--- src/rtl/uart_tx_fifo.sv ---
// uart_tx_fifo: 8N1 UART transmitter fed by a small first-in first-out byte queue
`timescale 1ns/1ps
module uart_tx_fifo #(
  parameter int CLKS_PER_BIT = 1042,
  parameter int DATA_WIDTH   = 8,
  parameter int FIFO_DEPTH   = 4
) (
  input  logic                          i_clk,
  input  logic                          i_rst_n,
  input  logic [DATA_WIDTH-1:0]         i_data,
  input  logic                          i_valid,
  output logic                          o_ready,
  output logic                          o_tx,
  output logic                          o_busy,
  output logic                          o_done,
  output logic [$clog2(FIFO_DEPTH):0]   o_count
);
  localparam int AW = $clog2(FIFO_DEPTH);
  localparam int CW = $clog2(CLKS_PER_BIT + 1);
  localparam int IW = $clog2(DATA_WIDTH + 1);
  localparam logic [1:0] IDLE  = 2'd0;
  localparam logic [1:0] START = 2'd1;
  localparam logic [1:0] DATA  = 2'd2;
  localparam logic [1:0] STOP  = 2'd3;
  logic [DATA_WIDTH-1:0] mem_q [FIFO_DEPTH];
  logic [AW-1:0]         wr_ptr_q, wr_ptr_d, rd_ptr_q, rd_ptr_d;
  logic [AW:0]           count_q, count_d;
  logic [1:0]            state_q, state_d;
  logic [CW-1:0]         cnt_q, cnt_d;
  logic [IW-1:0]         idx_q, idx_d;
  logic [DATA_WIDTH-1:0] shift_q, shift_d;
  logic                  tx_q, tx_d, busy_q, busy_d, done_q, done_d;
  logic                  push, pop, bit_end, last_bit;
  assign o_ready  = count_q < (AW+1)'(FIFO_DEPTH);
  assign o_count  = count_q;
  assign o_tx     = tx_q;
  assign o_busy   = busy_q;
  assign o_done   = done_q;
  assign push     = i_valid && o_ready;
  assign bit_end  = cnt_q == CW'(CLKS_PER_BIT - 1);
  assign last_bit = idx_q == IW'(DATA_WIDTH - 1);
  assign pop      = (state_q == IDLE || (state_q == STOP && bit_end)) && count_q != '0;
  // Next-state: frame sequencing, bit timing, queue bookkeeping; line outputs lag the state by one register
  always_comb begin
    state_d = state_q;
    case (state_q)
      IDLE:    state_d = pop ? START : IDLE;
      START:   state_d = bit_end ? DATA : START;
      DATA:    state_d = (bit_end && last_bit) ? STOP : DATA;
      default: state_d = bit_end ? (pop ? START : IDLE) : STOP;
    endcase
    cnt_d    = (state_q == IDLE || bit_end) ? '0 : cnt_q + 1'b1;
    idx_d    = state_q != DATA ? '0 : bit_end ? (last_bit ? '0 : idx_q + 1'b1) : idx_q;
    shift_d  = pop ? mem_q[rd_ptr_q] : (state_q == DATA && bit_end) ? shift_q >> 1 : shift_q;
    tx_d     = state_q == START ? 1'b0 : state_q == DATA ? shift_q[0] : 1'b1;
    busy_d   = state_q != IDLE;
    done_d   = state_q == STOP && bit_end;
    wr_ptr_d = push ? wr_ptr_q + 1'b1 : wr_ptr_q;
    rd_ptr_d = pop ? rd_ptr_q + 1'b1 : rd_ptr_q;
    count_d  = (push && !pop) ? count_q + 1'b1 : (pop && !push) ? count_q - 1'b1 : count_q;
  end
  // Control registers; reset forces an idle line and an empty queue at once
  always_ff @(posedge i_clk or negedge i_rst_n) begin
    if (!i_rst_n) begin
      state_q  <= IDLE;
      cnt_q    <= '0;
      idx_q    <= '0;
      shift_q  <= '0;
      tx_q     <= 1'b1;
      busy_q   <= 1'b0;
      done_q   <= 1'b0;
      wr_ptr_q <= '0;
      rd_ptr_q <= '0;
      count_q  <= '0;
    end else begin
      state_q  <= state_d;
      cnt_q    <= cnt_d;
      idx_q    <= idx_d;
      shift_q  <= shift_d;
      tx_q     <= tx_d;
      busy_q   <= busy_d;
      done_q   <= done_d;
      wr_ptr_q <= wr_ptr_d;
      rd_ptr_q <= rd_ptr_d;
      count_q  <= count_d;
    end
  end
  // Queue storage needs no reset: entries are only read after being written
  always_ff @(posedge i_clk) begin
    if (push) mem_q[wr_ptr_q] <= i_data;
  end
endmodule

--- config.mk ---
export PLATFORM = sky130hd
export DESIGN_NAME = uart_tx_fifo
export DESIGN_NICKNAME = d
export VERILOG_FILES = /design/src/rtl/uart_tx_fifo.sv
export SDC_FILE = /design/constraint.sdc
export NUM_CORES = 1
export LEC_CHECK = 0
export ABC_AREA = 1
export CELL_PAD_IN_SITES_DETAIL_PLACEMENT = 0
export CELL_PAD_IN_SITES_GLOBAL_PLACEMENT = 1
export CORE_MARGIN = 2
export CORE_UTILIZATION = 40
export DETAILED_ROUTE_END_ITERATION = 10
export MAX_ROUTING_LAYER = met4
export PLACE_DENSITY_LB_ADDON = 0.1
export SKIP_LAST_GASP = 1
export SLEW_MARGIN = 15
export SYNTH_ARGS = -nofsm -noshare
export SYNTH_HDL_FRONTEND = slang
export SYNTH_SLANG_ARGS = --single-unit
--- constraint.sdc ---
create_clock -name i_clk -period 2.2 [get_ports i_clk]
set_input_delay 0.44 -clock i_clk [delete_from_list [all_inputs] [get_ports i_clk]]
set_output_delay 0.44 -clock i_clk [all_outputs]
set_load 0.005 [all_outputs]
==> flow_summary.toml <==
[floorplan]
dieArea_um2 = 8190
core_um2 = 7250
initial_core_util = 0.413
num_io_pins = 18
die_y_um = 90.5
die-width_um = 90.5
rows = 31

[global_routing]
grt_max_degree = 36
first_global_vias = 2018
grt_pass1_wl_mm = 9.36
overflow = 0
antenna_found_initial = 0
grt_usage = 0.150

[drt]
drt_drc_violations_left = 0
via_per_inst = 4.73
drtAntennaViolNets = 0
dr.pass1.iters = 4
totalWireLength_mm = 5.36
first_iter_violations = 72
wl_per_cell_um = 12.4
vias = 2043

[sta]
max_freq_mhz = 487
min_period_over_period = 0.934
slew_headroom = 0.462
setup_viol = 0
rsz0062_at_grt = "false"
setup-tns-final_ns = 0
maxSlewViolCount = 0
fin_skew_ns = 0.0150
hold_viol_final = 0
worst_hold_slack_ns = 0.176
min_period_ns = 2.06
tightest_slew_ns = 0.807

[placement]
hpwl_mm = 3.62
placed_cells = 416
port_buffers = 17
routabilityCongestion = 0.702

[cells_and_area]
fill_cells = 719
stdcell_count = 432
layout_commonest_cell = "nor2_1"
final_cell_mix = "53 x nor2_1, 41 x nand2_1, 34 x dfrtp_1"
fin_nets = 348
insertedDiodeCount = 0
layout-drive-gt1-share = 0.138
syn_to_final_growth_pct = 17.3

[logic_synthesis]
ys_ff_latch = 67
syn_avg_cell_area_um2 = 10.1
yosysTopAreaCell = "edfxtp_1"
synth_warnings = 0
synth-seq-area-share = 0.614
synth_nets = 315
yosysTopAreaCellShare = 0.321
ys_types = 31
syn_area_um2 = 2990
syn_inst = 295
synthTopCellsByArea = "edfxtp_1 32%, dfrtp_1 28%, nor2_1 6.8%"

[flow_run]
drv_cap = 0

[clock_network]
cts.clk_slew.worst_paths_ns = 0.08
cts_tree = "yes"
cts_resized = 0
cts_sinks = 67
htreeDepth = 3
clock_latency_ns = 0.34
root_buffer = "clkbuf_8"
cts_setup_buffers = 0
cts_buffer_depth = 2
numCtsBuffers = 9
cts_hold_repair.buffers = 0

[critical_path]
arrival_ns = 2.29
crit_type = "reg -> reg"
required_ns = 2.43
crit_path_cell_trace = "ha_1 > nand3_1 > nor2_4 > nand2_2 > nand2_4 > nand2_4 > ha_1 > inv_2 > fa_1 > a21oi_1 > o21ai_0 > xor2_1"
start_kind = "flip-flop"
slowest_delay_ns = 0.41
critPathSlowestCell = "dfrtp_1"
endpoint_kind = "flip-flop"
crit_path_max_fanout = 4
r2r_cells = 12

[power_and_ir_drop]
vdd_drop_max_v = 0.000496
power_density_nw_per_um2 = 831
leakagePower_uw = 0.00150

[outcome]
status = "complete, no violations"

[worst_hold_path]
hp-class = "in -> async"
area by class of cell:
type / instances / area (um2) / area share
flip-flops and latches: 67 / 1840 / 0.524
clock buffers: 9 / 124 / 0.0353
multi-input cells: 189 / 998 / 0.284
inverters: 32 / 120 / 0.0342
repair buffers: 29 / 255 / 0.0727
clock inverters: 7 / 51.3 / 0.0146
well taps: 99 / 124 / 0.0353
metrics by stage:
step	cell area, um2	utilization	power, uW	setup WS [ns]
2_1_floorplan	2990	-	1770	0.00286
3_3_place_gp	3320	0.458	2020	0.0837
3_5_place_dp	3320	0.458	2030	0.0378
4_1_cts	3500	0.482	2950	0.0892
5_1_grt	3510	0.484	3090	0.00434
6_report	3510	0.484	2920	0.145
flip-flops by register name (all words and copies together), names as in the netlist:
register	flops
mem_q	32
cnt_q	11
shift_q	8
idx_q	4
o_count	3
rd_ptr_q	2
state_q	2
wr_ptr_q	2
o_busy	1
o_done	1
o_tx	1
metal layers:
layer  vias up  track usage  wire (um)
met5         -            -          0
met4         0       0.0615        103
met3        11       0.0359        130
met2        23        0.241       2560
met1       969        0.181       2560
li1       1040            -          -
path summary, 6_finish.rpt:
kind	from	endpoint	slack [ns]
min in group i_clk	cnt_q[0]	cnt_q[0]	0.50
max reg2reg	cnt_q[0]	o_count[2]	0.14
min reg2reg	cnt_q[0]	cnt_q[0]	0.50
max in group asynchronous	i_rst_n	o_busy	1.50
min	i_rst_n	cnt_q[7]	0.18
max	cnt_q[0]	o_count[2]	0.14
critical path: cells and delay by family (launching register included):
kind | cells | cell delay (ns)
buffers and inverters | 1 | 0.05
AO/OA/AOI/OAI | 2 | 0.25
XOR/XNOR | 1 | 0.15
flip-flops | 1 | 0.41
adder cells (fa/ha/maj) | 3 | 0.72
AND/OR/NAND/NOR | 5 | 0.38
cells by family (layout without fill, tap and decap cells):
logic type,Yosys count,after routing,share of synthesized area
compound gates,47,47,0.0878
xor+xnor,6,6,0.0176
fa+ha+maj,9,9,0.0401
buf+inv,39,77,0.0564
flops,67,67,0.614
mux,1,1,0.00376
simple gates,126,126,0.180
power breakdown:
group | leakage [uW] | switching, uW | internal (uW)
sequential | 0.000721 | 54.5 | 1460
clock | 0.0000860 | 502 | 414
combinational | 0.000691 | 252 | 236
synth_stat cells:
cell	count
nor2_1	54
nand2_1	41
dfrtp_1	34
edfxtp_1	32
inv_1	30
o21ai_0	26
nand3_1	19
ha_1	8
o22ai_1	8
a21oi_1	7
buf_2	3
nor3_1	3
xnor2_1	3
xor2_1	3
buf_6	2
inv_2	2
nand2_2	2
nand2_4	2
nor2_2	2
o21ai_2	2
o21bai_1	2
a211oi_1	1
buf_4	1
clkbuf_1	1
dfstp_2	1
fa_1	1
mux2_2	1
nand3b_1	1
nand4_1	1
nor2_4	1
o21a_1	1
(Power assumes the default switching activity.)
